--- config.mk ---
export PLATFORM = sky130hd
export DESIGN_NAME = dut_bus_master_flat
export DESIGN_NICKNAME = d
export VERILOG_FILES = /design/src/rtl/dut_bus_master_pkg.sv /design/src/rtl/dut_bus_master_if.sv /design/src/rtl/dut_bus_master_sat_counter.sv /design/src/rtl/dut_bus_master.sv /design/src/flat_wrapper.sv
export SDC_FILE = /design/constraint.sdc
export NUM_CORES = 1
export LEC_CHECK = 0
export CORE_ASPECT_RATIO = 2
export CORE_MARGIN = 3
export CORE_UTILIZATION = 37
export DETAILED_ROUTE_END_ITERATION = 6
export GPL_TIMING_DRIVEN = 0
export PLACE_DENSITY = 0.69
export SLEW_MARGIN = 20
export SYNTH_ARGS = -nofsm -noshare
export SYNTH_HDL_FRONTEND = slang
export SYNTH_HIERARCHICAL = 1
export SYNTH_SLANG_ARGS = --single-unit
--- constraint.sdc ---
create_clock -name clk -period 4 [get_ports clk]
set_clock_uncertainty 0.15 [all_clocks]
set_input_delay 0.8 -clock clk [delete_from_list [all_inputs] [get_ports clk]]
set_output_delay 0.8 -clock clk [all_outputs]
set_load 0.05 [all_outputs]
--- src/rtl/dut_bus_master_pkg.sv ---
// Shared types for the DUT register-interface bus master.
// Holds bus widths, the FSM state encoding and the command/response records.
package dut_if_pkg;

   localparam int DUT_ADDR_W = 3;
   localparam int DUT_DATA_W = 1;

   typedef enum logic [1:0] {
      IDLE  = 2'd0,
      ISSUE = 2'd1,
      RESP  = 2'd2
   } state_e;

   typedef struct packed {
      logic                  write;
      logic [DUT_ADDR_W-1:0] addr;
      logic [DUT_DATA_W-1:0] wdata;
   } cmd_t;

   typedef struct packed {
      logic                  is_write;
      logic [DUT_DATA_W-1:0] rdata;
      logic                  error;
   } rsp_t;

endpackage

--- src/rtl/dut_bus_master_if.sv ---
// Command/response ports plus the DUT write/read channels of the bus master.
// The master modport is the bus master's view; slave is the sequencer/DUT side.
interface dut_bus_master_if;
   import dut_if_pkg::*;

   logic                  cmd_valid;
   logic                  cmd_ready;
   logic                  cmd_write;
   logic [DUT_ADDR_W-1:0] cmd_addr;
   logic [DUT_DATA_W-1:0] cmd_wdata;

   logic                  rsp_valid;
   logic                  rsp_ready;
   logic [DUT_DATA_W-1:0] rsp_rdata;
   logic                  rsp_is_write;
   logic                  rsp_error;

   logic [DUT_ADDR_W-1:0] write_address;
   logic [DUT_DATA_W-1:0] write_data;
   logic                  write_en;
   logic                  write_rdy;
   logic [DUT_ADDR_W-1:0] read_address;
   logic                  read_en;
   logic [DUT_DATA_W-1:0] read_data;
   logic                  read_rdy;

   modport master (
      input  cmd_valid, cmd_write, cmd_addr, cmd_wdata,
      output cmd_ready,
      output rsp_valid, rsp_rdata, rsp_is_write, rsp_error,
      input  rsp_ready,
      output write_address, write_data, write_en,
      input  write_rdy,
      output read_address, read_en,
      input  read_data, read_rdy
   );

   modport slave (
      output cmd_valid, cmd_write, cmd_addr, cmd_wdata,
      input  cmd_ready,
      input  rsp_valid, rsp_rdata, rsp_is_write, rsp_error,
      output rsp_ready,
      input  write_address, write_data, write_en,
      output write_rdy,
      input  read_address, read_en,
      output read_data, read_rdy
   );

endinterface

--- src/rtl/dut_bus_master_sat_counter.sv ---
// Saturating up-counter used for the bus master statistics.
// Holds at all-ones instead of wrapping.
module sat_counter #(
   parameter int WIDTH = 16
) (
   input  logic             clk,
   input  logic             reset,
   input  logic             inc,
   output logic [WIDTH-1:0] value
);

   logic [WIDTH-1:0] value_q;

   // NOTE: sequential state uses non-blocking assignments so every flop samples pre-edge values.
   always_ff @(posedge clk or posedge reset) begin
      if (reset) begin
         value_q <= '0;
      end else if (inc && (value_q != '1)) begin
         value_q <= value_q + 1'b1;
      end
   end

   assign value = value_q;

endmodule

--- src/rtl/dut_bus_master.sv ---
// Single-outstanding initiator for the DUT ready/enable register interface,
// with per-command timeout and saturating transfer/timeout statistics.
module dut_bus_master
   import dut_if_pkg::*;
#(
   parameter int TIMEOUT_CYCLES = 255,
   parameter int TMR_W          = 8,
   parameter int CNT_W          = 16
) (
   input  logic              clk,
   input  logic              reset,
   dut_bus_master_if.master  bus,
   output logic              busy,
   output logic [CNT_W-1:0]  wr_done_count,
   output logic [CNT_W-1:0]  rd_done_count,
   output logic [CNT_W-1:0]  timeout_count
);

   state_e           state_q, state_d;
   cmd_t             cmd_q, cmd_d;
   rsp_t             rsp_q, rsp_d;
   logic [TMR_W-1:0] timer_q, timer_d;

   logic cmd_ready_w;
   logic accept;
   logic xfer;
   logic timed_out;

   assign accept    = bus.cmd_valid && cmd_ready_w;
   assign xfer      = (state_q == ISSUE) && (cmd_q.write ? bus.write_rdy : bus.read_rdy);
   // A ready channel in the limit cycle still transfers; only a silent DUT times out.
   assign timed_out = (state_q == ISSUE) && !xfer && (timer_q == TMR_W'(TIMEOUT_CYCLES - 1));

   always_ff @(posedge clk or posedge reset) begin
      if (reset) begin
         state_q <= IDLE;
         cmd_q   <= '0;
         rsp_q   <= '0;
         timer_q <= '0;
      end else begin
         state_q <= state_d;
         cmd_q   <= cmd_d;
         rsp_q   <= rsp_d;
         timer_q <= timer_d;
      end
   end

   // NOTE: every comb output gets a default first, so no path can infer a latch.
   always_comb begin
      state_d = state_q;
      cmd_d   = cmd_q;
      rsp_d   = rsp_q;
      timer_d = timer_q;
      unique case (state_q)
         IDLE: begin
            if (accept) begin
               cmd_d   = '{write: bus.cmd_write, addr: bus.cmd_addr, wdata: bus.cmd_wdata};
               timer_d = '0;
               state_d = ISSUE;
            end
         end
         ISSUE: begin
            if (xfer) begin
               rsp_d   = '{is_write: cmd_q.write,
                           rdata:    (cmd_q.write ? '0 : bus.read_data),
                           error:    1'b0};
               state_d = RESP;
            end else if (timed_out) begin
               rsp_d   = '{is_write: cmd_q.write, rdata: '0, error: 1'b1};
               state_d = RESP;
            end else begin
               timer_d = timer_q + 1'b1;
            end
         end
         RESP: begin
            if (bus.rsp_ready) state_d = IDLE;
         end
         default: state_d = IDLE;
      endcase
   end

   always_comb begin
      cmd_ready_w  = (state_q == IDLE) && !reset;
      bus.write_en = (state_q == ISSUE) && cmd_q.write && bus.write_rdy;
      bus.read_en  = (state_q == ISSUE) && !cmd_q.write && bus.read_rdy;
      bus.rsp_valid = (state_q == RESP);
      busy          = (state_q != IDLE);
   end

   assign bus.cmd_ready     = cmd_ready_w;
   assign bus.rsp_rdata     = rsp_q.rdata;
   assign bus.rsp_is_write  = rsp_q.is_write;
   assign bus.rsp_error     = rsp_q.error;
   assign bus.write_address = cmd_q.addr;
   assign bus.read_address  = cmd_q.addr;
   assign bus.write_data    = cmd_q.wdata;

   sat_counter #(.WIDTH(CNT_W)) u_wr_cnt (
      .clk   (clk),
      .reset (reset),
      .inc   (xfer && cmd_q.write),
      .value (wr_done_count)
   );

   sat_counter #(.WIDTH(CNT_W)) u_rd_cnt (
      .clk   (clk),
      .reset (reset),
      .inc   (xfer && !cmd_q.write),
      .value (rd_done_count)
   );

   sat_counter #(.WIDTH(CNT_W)) u_to_cnt (
      .clk   (clk),
      .reset (reset),
      .inc   (timed_out),
      .value (timeout_count)
   );

endmodule

--- src/flat_wrapper.sv ---
// flat-port wrapper written by rule: the top's interface ports become plain ports
module dut_bus_master_flat import dut_if_pkg::*;
#(
   parameter int TIMEOUT_CYCLES = 255,
   parameter int TMR_W          = 8,
   parameter int CNT_W          = 16
)
  (clk, reset, busy, wr_done_count, rd_done_count, timeout_count, bus_cmd_valid, bus_cmd_write, bus_cmd_addr, bus_cmd_wdata, bus_cmd_ready, bus_rsp_valid, bus_rsp_rdata, bus_rsp_is_write, bus_rsp_error, bus_rsp_ready, bus_write_address, bus_write_data, bus_write_en, bus_write_rdy, bus_read_address, bus_read_en, bus_read_data, bus_read_rdy);
  dut_bus_master_if bus_i ();
  input  logic clk;
  input  logic reset;
  output logic busy;
  output logic [CNT_W-1:0] wr_done_count;
  output logic [CNT_W-1:0] rd_done_count;
  output logic [CNT_W-1:0] timeout_count;
  input wire logic [$bits(bus_i.cmd_valid)-1:0] bus_cmd_valid;
  input wire logic [$bits(bus_i.cmd_write)-1:0] bus_cmd_write;
  input wire logic [$bits(bus_i.cmd_addr)-1:0] bus_cmd_addr;
  input wire logic [$bits(bus_i.cmd_wdata)-1:0] bus_cmd_wdata;
  output wire logic [$bits(bus_i.cmd_ready)-1:0] bus_cmd_ready;
  output wire logic [$bits(bus_i.rsp_valid)-1:0] bus_rsp_valid;
  output wire logic [$bits(bus_i.rsp_rdata)-1:0] bus_rsp_rdata;
  output wire logic [$bits(bus_i.rsp_is_write)-1:0] bus_rsp_is_write;
  output wire logic [$bits(bus_i.rsp_error)-1:0] bus_rsp_error;
  input wire logic [$bits(bus_i.rsp_ready)-1:0] bus_rsp_ready;
  output wire logic [$bits(bus_i.write_address)-1:0] bus_write_address;
  output wire logic [$bits(bus_i.write_data)-1:0] bus_write_data;
  output wire logic [$bits(bus_i.write_en)-1:0] bus_write_en;
  input wire logic [$bits(bus_i.write_rdy)-1:0] bus_write_rdy;
  output wire logic [$bits(bus_i.read_address)-1:0] bus_read_address;
  output wire logic [$bits(bus_i.read_en)-1:0] bus_read_en;
  input wire logic [$bits(bus_i.read_data)-1:0] bus_read_data;
  input wire logic [$bits(bus_i.read_rdy)-1:0] bus_read_rdy;
  assign bus_i.cmd_valid = bus_cmd_valid;
  assign bus_i.cmd_write = bus_cmd_write;
  assign bus_i.cmd_addr = bus_cmd_addr;
  assign bus_i.cmd_wdata = bus_cmd_wdata;
  assign bus_cmd_ready = bus_i.cmd_ready;
  assign bus_rsp_valid = bus_i.rsp_valid;
  assign bus_rsp_rdata = bus_i.rsp_rdata;
  assign bus_rsp_is_write = bus_i.rsp_is_write;
  assign bus_rsp_error = bus_i.rsp_error;
  assign bus_i.rsp_ready = bus_rsp_ready;
  assign bus_write_address = bus_i.write_address;
  assign bus_write_data = bus_i.write_data;
  assign bus_write_en = bus_i.write_en;
  assign bus_i.write_rdy = bus_write_rdy;
  assign bus_read_address = bus_i.read_address;
  assign bus_read_en = bus_i.read_en;
  assign bus_i.read_data = bus_read_data;
  assign bus_i.read_rdy = bus_read_rdy;
  dut_bus_master #(.TIMEOUT_CYCLES(TIMEOUT_CYCLES), .TMR_W(TMR_W), .CNT_W(CNT_W)) u_core (.clk(clk), .reset(reset), .bus(bus_i), .busy(busy), .wr_done_count(wr_done_count), .rd_done_count(rd_done_count), .timeout_count(timeout_count));
endmodule
Word-level counts from Yosys, hierarchy flattened
Cells that the tools add are included.

word-level totals
  register bits = 66
  input port bits = 12
  output and inout bits = 63
  logic and storage cells = 64

cells by class
  add/sub/neg operators = 4
  eq/ne operators = 11
  muxes and demuxes = 13
  reductions and logical operators = 25

operators by type and width
  kind                   number
  $add 16x1->16 const B  3
  $ne 16x16->1 const B   3
  $mux 8                 3
  $pmux 8 s2             1
  $logic_and 1x1->1      14
  $add 8x1->8 const B    1
  $eq 8x8->1 const B     1
  $mux 2                 4
  $mux 3                 2
  $pmux 2 s3             1
  $reduce_bool 2->1      3
  $ne 2x1->1 const B     2
  $ne 2x2->1 const B     2
  $reduce_and 2->1       2
  $reduce_and 4->1       1
  $logic_not 1->1        3
  $ne 3x2->1 const B     1
  $reduce_and 3->1       1
  $eq 2x1->1 const B     1
  $eq 2x2->1 const B     1
  $logic_not 2->1        1
  $mux 1                 2

Longest topological paths before layout
Gate-level depths: netlist of run 1.

  word-level depth = 8
  gate-level depth with buffers = 9
  mapped depth without buffers = 9

Modules after synthesis
Netlist of run 1, hierarchy kept.

by module, submodules not included
  module          times used  cells an instance  area an instance (um2)  seq. area each (um2)
  sat_counter     3           71                 805.8                   400.4
  dut_bus_master  1           101                949.7                   450.4

Worst setup path before layout of run 1
No wires, ideal clock.

  kind = input port to output port
  start = input port bus_read_rdy
  end = output port bus_read_en
  data arrival time = 1.998 ns
  required time = 3.050 ns
  setup slack = 1.052 ns
  cell stages on the path = 1
  path buffers = 0
  cell sequence = nor3b_1

on the way
  cells in the longest elaborated chain, start to end = 1

ends and longest elaborated chain
  item                line                  text
  start: declaration  flat_wrapper.sv:33    input wire logic [$bits(bus_i.read_rdy)-1:0] bus_read_rdy;
  $logic_and 1x1->1   dut_bus_master.sv:85  bus.read_en = (state_q == ISSUE) && !cmd_q.write && bus.read_rdy;
  end: declaration    flat_wrapper.sv:31    output wire logic [$bits(bus_i.read_en)-1:0] bus_read_en;

Every way passes these cells.

Final worst setup path of run 1
  start = input port reset
  end = output port bus_cmd_ready

on the way
  cells in the longest elaborated chain, start to end = 2

ends and longest elaborated chain
  item                              line                  text
  start: declaration                flat_wrapper.sv:11    input logic reset;
  $logic_not 1->1 (no source line)  --
  $logic_and 1x1->1                 dut_bus_master.sv:83  cmd_ready_w = (state_q == IDLE) && !reset;
  end: declaration                  flat_wrapper.sv:20    output wire logic [$bits(bus_i.cmd_ready)-1:0] bus_cmd_ready;

Every way passes these cells.

==> results of run 1 <==
==> Yosys cell counts, types with 4 or more instances <==
cell type / number / area share
and2_1: 4 / 0.0074
nand2b_1: 6 / 0.011
nand3_1: 25 / 0.037
and4_1: 10 / 0.026
and3_1: 13 / 0.024
nand4_1: 17 / 0.032
mux2i_1: 8 / 0.024
nand2_1: 43 / 0.048
a21oi_1: 8 / 0.012
mux2_2: 7 / 0.023
o21ai_0: 4 / 0.0059
nor2_1: 12 / 0.013
ha_1: 5 / 0.019
inv_1: 7 / 0.0078
xnor2_1: 33 / 0.086
buf_4: 6 / 0.013
dfrtp_1: 66 / 0.49
==> placed cells by master (no fill, tap or decap), types with 3 or more instances in the layout <==
cell type	synthesis	layout
clkdlybuf4s50_1	0	74
dfrtp_1	66	66
nand2_1	43	43
xnor2_1	33	33
nand3_1	25	25
nand4_1	17	17
and3_1	13	13
nor2_1	12	12
and4_1	10	10
clkbuf_16	0	9
mux2i_1	8	8
a21oi_1	8	8
mux2_2	7	7
inv_1	7	7
nand2b_1	6	6
buf_4	6	6
ha_1	5	5
clkbuf_1	3	4
and2_1	4	4
o21ai_0	4	4
clkinv_2	0	3
nor3_1	3	3
and4_2	3	3
nand4_2	3	3
nor4_4	3	3
nand4_4	3	3
nand2_2	3	3
and3_2	3	3
o21a_1	3	3
==> kinds of logic (layout without fill, tap and decap cells) <==
family                     Yosys count  after routing  synth area share
AOI/OAI and AO/OA                   21             21           0.04162
xor gates and xnor gates            33             33           0.08584
adders and majority gates            5              5           0.01858
buffers and inverters               17            106           0.02787
DFF                                 66             66            0.4905
muxes                               16             16           0.05165
and+or+nand+nor                    156            156            0.2839
==> state kept, by name (all words and copies together), names as in the netlist <==
signal and cells:
u_core/u_rd_cnt/value 16, u_core/u_to_cnt/value 16, u_core/u_wr_cnt/value 16, u_core/timer_q 8, u_core/bus.read_address 3, u_core/state_q 2, u_core/bus.rsp_error 1, u_core/bus.rsp_is_write 1
u_core/bus.rsp_rdata 1, u_core/bus.write_data 1, u_core/cmd_q 1
==> power groups by stage <==
stage	registers, uW	clock network [uW]	logic (uW)
after floorplan	987	0	432
after global placement	842	0	832
after detailed placement	845	0	847
after CTS	836	733	849
after global routing	850	763	895
final	838	713	841
==> cell type report <==
class	instances	area share
Multi-Input combinational cell	231	0.3600
Buffer	10	0.01500
Clock inverter	3	0.003333
Sequential cell	66	0.3667
Clock buffer	12	0.05694
Inverter	7	0.005833
Timing Repair Buffer	74	0.1644
Tap cell	100	0.02778
==> how the worst max path moves through the flow <==
| stage | from | to | slack [ns] |
|---|---|---|---|
| 2_1_floorplan | bus_read_rdy | bus_read_en | 1.05 |
| 3_3_place_gp | reset | bus_cmd_ready | 0.55 |
| 3_5_place_dp | reset | bus_cmd_ready | 0.58 |
| 4_1_cts | reset | bus_cmd_ready | 0.55 |
| 5_1_grt | reset | bus_cmd_ready | 0.46 |
| 6_report | reset | bus_cmd_ready | 0.57 |
==> critical path: stages <==
cell	delay, ns
clkdlybuf4s50_1	0.53
nor3_1	0.28
clkdlybuf4s50_1	0.87
==> per-stage QoR <==
stage	area, sq um	hold slack, ns
after floorplan	3367	0.2903
final	4504	0.3298
after CTS	4504	0.3299
after global routing	4504	0.3467
after detailed placement	4233	0.3173
after global placement	4233	0.3071
==> layer usage <==
metal,track usage,up-vias,part of all wire
met5,0,-,0
met4,0.07832,0,0.020
met3,0.03141,11,0.029
met2,0.2729,51,0.55
met1,0.1814,1311,0.40
li1,-,1282,-
==> impl_metrics.tcl, run 1 <==
set metrics [dict create \
    outcome "finished clean" \
    path_class "input pin to output port" \
    gr-total-overflow 0 \
    antenna_found_initial 0 \
    wl_um 7717 \
    hold_end "u_core/bus.write_data" \
    cts_root_buf "clkbuf_16" \
    routed_via_density 5.278 \
    cts_buffer_depth 2 \
    hold_viol 0 \
    num_antenna_cells 0 \
    place_hpwl_um 5785 \
    synth_area_sq_um 3367 \
    vias 2655 \
    ys_types 38 \
    max_freq_ghz 0.2912 \
    worst_slack_ns 0.5663 \
    cts_tree "built" \
    avgSynthCellArea_sq_um 10.72 \
    fin_crit_ns 3.434 \
    cap_violations 0 \
    period_share 0.8584 \
    routedWlPerCell_um 15.34 \
    placementRows 48 \
    crit_required_ns 3.05 \
    hold_start "u_core/bus.write_data" \
    clk_pin_slew_ns 0.05 \
    ys_seq_area_frac 0.4905 \
    fill_cells 795 \
    synthArstFlopShare 1.000 \
    rr_worst_depth 9 \
    slew-limit-headroom 0.5307 \
    whs_path_depth 2 \
    power.switching_uw 890.1 \
    seq_area_sq_um 1652 \
    worst_slew_pin_slew_ns 0.7032 \
    slew_violations 0 \
    cts_buffers 9 \
    total_power_uw 2392 \
    finalSetupTns_ns 0 \
    drtAntennaViolNets 0 \
    grt_pass1_vias 2687 \
    fin_nets 416 \
    fp.dieH_um 140.9 \
    first_pass_iters 5 \
    start_util 0.3840 \
    critPathCaptureType "output port" \
    numPortBuffers 74 \
    p_per_area_nw_per_um2 531.2 \
    drc 0 \
    post_cts_buffers 0 \
    pre_cts_slack_ns 0.5793 \
    vdd_drop_max_uv 493.7 \
    cts_hold_buf 0 \
    track_usage 0.1589 \
    internal-power_uw 1502 \
    ys.flop_type "dfrtp_1" \
    hp-class "flip-flop to flip-flop" \
    place_congestion 0.7949 \
    cts_max_level 3 \
    synth_edf_count 0 \
    combPwrFrac 0.352 \
    pwr-share-clk 0.298 \
    rrSetupSlack_ns 1.22 \
    cts_resized 0 \
    critPathLaunchType "input pin" \
    worstReg2RegEnd "u_core/u_to_cnt/value[14]" \
    grt_pass1_wl_um 12850 \
    ios 75 \
    seqPwrFrac 0.350 \
    dr.first_iter.drc_count 141 \
    core-area_sq_um 8768 \
    drive_above_1_share 0.1216 \
    leakage_uw 0.002019 \
    setup_viol 0 \
    multi_input_area_sq_um 1622 \
    ys_seq_elements 66 \
    synthCells 314 \
    die_area_sq_um 10350 \
    fin_util 0.5137 \
    critPathArrivalTime_ns 2.48 \
    syn_to_final_growth_pct 33.78 \
    yosys_warnings 6 \
    clk_latency_ns 0.32 \
    synth_nets 331 \
    dp_cells 488 \
    grt_setup_unrepaired "false" \
    fp.dieW_um 73.46 \
    regToRegStartpoint "u_core/timer_q[0]" \
    clock-sinks 66 \
    fin_cells 503 \
    cp_max_fo 5 \
    grt_max_degree 19 \
    swShare 0.3721 \
]
Note: power is estimated with default switching activity, not from simulation.
==> inputs of run 2 (changes only) <==
- SLEW_MARGIN: 20 -> 0
==> results of run 2 <==
Same layout as run 1: the final DEF is identical, and so are final timing and power.
==> RTL edit 1, RTL diff (settings of run 2) <==
Register the output `wr_done_count`, without a reset; this adds one clock of latency there. The other outputs are not delayed to match.
--- a/src/rtl/dut_bus_master.sv
+++ b/src/rtl/dut_bus_master.sv
@@ -16,4 +16,6 @@
    output logic [CNT_W-1:0]  timeout_count
 );
+
+   logic [CNT_W-1:0] wr_done_count_d;
 
    state_e           state_q, state_d;
@@ -100,5 +102,5 @@
       .reset (reset),
       .inc   (xfer && cmd_q.write),
-      .value (wr_done_count)
+      .value (wr_done_count_d)
    );
 
@@ -117,4 +119,8 @@
    );
 
+   always_ff @(posedge clk) begin
+      wr_done_count <= wr_done_count_d;
+   end
+
 endmodule
 
Check against the original RTL: not equivalent (a bounded check fails within 4 cycles, from zero or initial values and one cycle with reset high).
==> RTL edit 1 against run 2 <==
  * Critical path depth is the same
  * Global-route usage shrank 1.1 points
  * Sequential power grew 22%
  * Routed wire length increased by 1.9%
  * Design area up 8.5%
  * Synthesized cell count up 5.1%
  * Power up 10%
  * Sequential cell count up 16
  * Synthesized area is 9.6% higher
  * Worst setup slack worse by 51 ps
  * Maximum frequency shrank 1.5%
==> RTL edit 1: results (changes against run 2) <==
status completed; global-route met3 utilization 0.0387 (+0.00724); vias in the first global route 2786 (+3.7%); number of cells produced by synthesis 330 (+5.1%); Pwr Total 2.64 mW (+10%); met3 WL 276 µm (+23%); P_sw 0.940 mW (+5.6%); CTS clk-pin slew, worst paths approximately 60 ps; post-CTS sizing 0 (unchanged); crit path DAT 2530 ps (+50 ps); Metal-1 WL 2.94 mm (-5.1%); RePlAce Congestion 0.872 (+9.7%); area grow syn2layout 32.5%; dpl hpwl 5.98 mm (+3.3%); M2 GR Usage 0.271 (-0.00178); Peak VDD IR 0.400 mV (-19%); met1 usage 0.150 (-0.0310); adder-cell share of the synthesized area 0.0170 (-0.00163); routed vias/inst 5.11 (-3.1%); min-delay worst type reg2reg; worst-case reg-to-reg path depth 8 (-1); top post-synthesis cells by count 66 x dfrtp_1, 41 x nand2_1, 33 x xnor2_1, 25 x nand3_1, 19 x nand4_1; xor and xnor fraction of the mapped netlist area 0.0783 (-0.00751); overall fraction of global-route tracks in use 0.148 (-0.0108); first-pass GRT wire length 13.2 mm (+2.8%); Fillers 907 (+14%); Cells on Worst Hold Path 0 (-2); compound-gate portion of the synthesized area 0.0380 (-0.00364); syn nets 347 (+4.8%); Place WS 433 ps (-146 ps); combinational share of power 0.317 (-0.035); Routed WL per cell 14.2 µm (-7.2%); Slew HR 0.373 (-0.158); share of post-route cells with drive strength above 1 0.124 (+0.00222); met2 routed WL 4.42 mm (+4.3%); register area share after synthesis 0.534 (+0.0439); Nets 432 (+3.8%); fin cells 552 (+9.7%); Cells after DPL 536 (+9.8%); Synth cell types 41 (+7.9%); ys async rst share 0.805 (-0.195); Power Clock 0.780 mW (+9.4%); post-place instance area 0.00460 mm² (+8.6%); mux share of post-synthesis cell area 0.0434 (-0.00825); Setup Viol. Count Final 0 (unchanged); ranking of synthesized cells by area dfrtp_1 45%, dfxtp_1 8.7%, xnor2_1 7.8%; Initial DRC Count 78 (-45%)
-- RTL edit 1: changes by cell type after synthesis, moves of 2 or more --
cell,before,now
a21oi_1,8,10
clkbuf_1,3,1
dfxtp_1,0,16
nand2_1,43,41
nand4_1,17,19
-- RTL edit 1: path summary, 6_finish.rpt --
check | start | to | slack (ps)
setup / recovery | reset | bus_cmd_ready | 520
hold / removal | u_core/u_wr_cnt/value[14] | u_core/wr_done_count[14] | 290
setup reg to reg | u_core/timer_q[0] | u_core/u_to_cnt/value[14] | 1090
hold reg to reg | u_core/u_wr_cnt/value[14] | u_core/wr_done_count[14] | 290
max in group asynchronous | reset | u_core/timer_q[7] | 2320
min in group asynchronous | reset | u_core/u_wr_cnt/value[7] | 910
-- RTL edit 1: area by class of cell --
cell class	instances	share of cell area
timing repair buffer	74	0.152
clock buffer	12	0.0545
tap	132	0.0338
sequential	82	0.403
multi-input combinational	232	0.333
buffer	9	0.0133
inverter	7	0.00538
clock inverter	4	0.00512
==> RTL edit 2, RTL diff (config.mk and constraints of run 2) <==
Without the edit above. Change the package constant `DUT_ADDR_W` from 3 to 4.
--- a/src/rtl/dut_bus_master_pkg.sv
+++ b/src/rtl/dut_bus_master_pkg.sv
@@ -3,5 +3,5 @@
 package dut_if_pkg;
 
-   localparam int DUT_ADDR_W = 3;
+   localparam int DUT_ADDR_W = 4;
    localparam int DUT_DATA_W = 1;
 
Interface: changed (resized bus_cmd_addr, bus_read_address and bus_write_address); port bits go from 75 to 78. No check against the original RTL was run, so the function may have changed too.
==> RTL edit 2 against run 2 <==
  * Power is 5.7% higher
  * Critical path depth stayed put
  * Sequential cell count increased by 1
  * Routed wire length decreased by 0.16%
  * Design area increased by 3.1%
  * Core utilization up 0.16 points
  * Worst setup slack better by 16 ps
  * Synthesized area rose by 2.5%
  * Largest cell class unchanged
  * Highest routed layer unchanged
==> RTL edit 2: results (changes against run 2) <==
status completed; ranking of synthesized cells by area dfrtp_1 49%, xnor2_1 8.4%, nand2_1 4.7%; cts bufs inserted 9 (unchanged); largest net degree at the start of global routing 20 (+1); Yosys warning count 6 (unchanged); share of post-route cells with drive strength above 1 0.133 (+0.0113); syn nets 340 (+2.7%); FF-to-FF End u_core/u_to_cnt/value[14]; Clock Tree Buf Depth 2 (unchanged); postcts setup bufs 0 (unchanged); H-tree depth 3 (unchanged); worst-path maximum fanout 6 (+1); dpl hpwl 5.81 mm (+0.39%); Peak VDD IR 0.321 mV (-35%); startpoint of the worst hold path u_core/bus.write_data; ANT cells 0 (unchanged); vias in the first global route 2714 (+1.0%); crit-path leading delay family buffers and inverters; RePlAce Congestion 0.791 (-0.50%); worst-skew pair later-pin latency 320 ps (about the same); setup slack, reg-to-reg 1330 ps (+110 ps); Initial DRC Count 113 (-20%); ys async rst share 1.00 (unchanged); Routed WL per cell 14.9 µm (-2.7%); critical path startpoint reset; DRT Pass-1 Iters 4 (-1); top post-synthesis cells by count 67 x dfrtp_1, 43 x nand2_1, 33 x xnor2_1, 22 x nand3_1, 17 x nand4_1; Slew HR 0.494 (-0.0366); Synth cell types 42 (+11%); Clock Tree Root clkbuf_16; Fillers 827 (+4.0%); via count 2720 (+2.4%); crit path DAT ~2500 ps; initial antenna violation count 0 (unchanged); Nets 428 (+2.9%); worst-case reg-to-reg path depth 8 (-1); Worst setup endpoint bus_cmd_ready; Cells after DPL 501 (+2.7%); first-pass GRT wire length 12.7 mm (-1.3%); Worst path max stage delay 870 ps (about the same); routed vias/inst 5.27 (-0.13%); r2r startpoint u_core/cmd_q[5]; post-CTS sizing 0 (unchanged); port bufs 77 (+4.1%); Static Leak 2.10 nW (+3.9%); overall fraction of global-route tracks in use 0.155 (-0.00388); register area share after synthesis 0.486 (-0.00466); Slowest-stage cell, CP clkdlybuf4s50_1; number of cells produced by synthesis 322 (+2.5%); CTS clk-pin slew, worst paths 50 ps (about the same); min-delay worst type reg2reg
## RTL edit 2: cell types whose count changed after synthesis, sizes merged, moves of 2 or more
cell / delta
nor3: -2
nand3: -3
and3: +2
and4: +2
buf: +4
and3b: +2
nor3b: -2
## RTL edit 2: area by class of cell
type                       instances  area [µm²]  area share
buffer                            14        92.6      0.0199
clock buffer                      13         260      0.0560
clock inverter                     2        35.0     0.00754
inverter                           7        26.3     0.00566
multi-input combinational        234        1660       0.356
sequential                        67        1680       0.361
tap                              102         128      0.0275
timing repair buffer              77         771       0.166
## RTL edit 2: routing by layer
| metal | global-route usage | up-vias | share of wire | wire (µm) |
|---|---|---|---|---|
| li1 | - | 1318 | - | - |
| met1 | 0.161 | 1339 | 0.38 | 2950 |
| met2 | 0.291 | 54 | 0.57 | 4400 |
| met3 | 0.0304 | 9 | 0.031 | 242 |
| met4 | 0.0647 | 0 | 0.016 | 121 |
| met5 | 0 | - | 0 | 0 |
## RTL edit 2: where the power goes
part / switching [mW] / internal (mW) / total [mW]
sequential: 0.0866 / 0.766 / 0.853
clock: 0.267 / 0.512 / 0.779
combinational: 0.570 / 0.327 / 0.897
## RTL edit 2: worst min-delay path by stage
stage / end / slack (ps) / cells past startpoint
after global routing: u_core/bus.rsp_rdata / 380 / 1
after global placement: u_core/bus.write_data / 310 / 2
after CTS: u_core/bus.write_data / 340 / 2
after floorplan: u_core/timer_q[4] / 310 / 1
final: u_core/bus.write_data / 330 / 2
after detailed placement: u_core/bus.write_data / 320 / 2
## RTL edit 2: cells by family (layout without fill, tap and decap cells)
family	count (synthesis)	after routing	synth area share
buffers and inverters	21	113	0.0344
multiplexers	16	16	0.0493
XOR/XNOR	33	33	0.0838
adder cells (fa/ha/maj)	5	5	0.0181
AO/OA/AOI/OAI	22	22	0.0392
flip-flops	67	67	0.486
AND/OR/NAND/NOR	158	158	0.289
## RTL edit 2: stage by stage
| step | setup WS, ps | power (mW) | area [µm²] |
|---|---|---|---|
| 2_1_floorplan | 1110 | 1.48 | 3450 |
| 3_3_place_gp | 534 | 1.75 | 4350 |
| 3_5_place_dp | 584 | 1.77 | 4350 |
| 4_1_cts | 568 | 2.57 | 4640 |
| 5_1_grt | 497 | 2.65 | 4640 |
| 6_report | 582 | 2.53 | 4640 |
## RTL edit 2: worst reg2reg max path, cell delays in order (launching register included)
cell      delay, ps
dfrtp_1         310
clkbuf_1        270
mux2i_1         270
nand2_1         220
nor2_1          370
and4_1          340
nand3_1         150
nor2_1          140
mux2_2          340
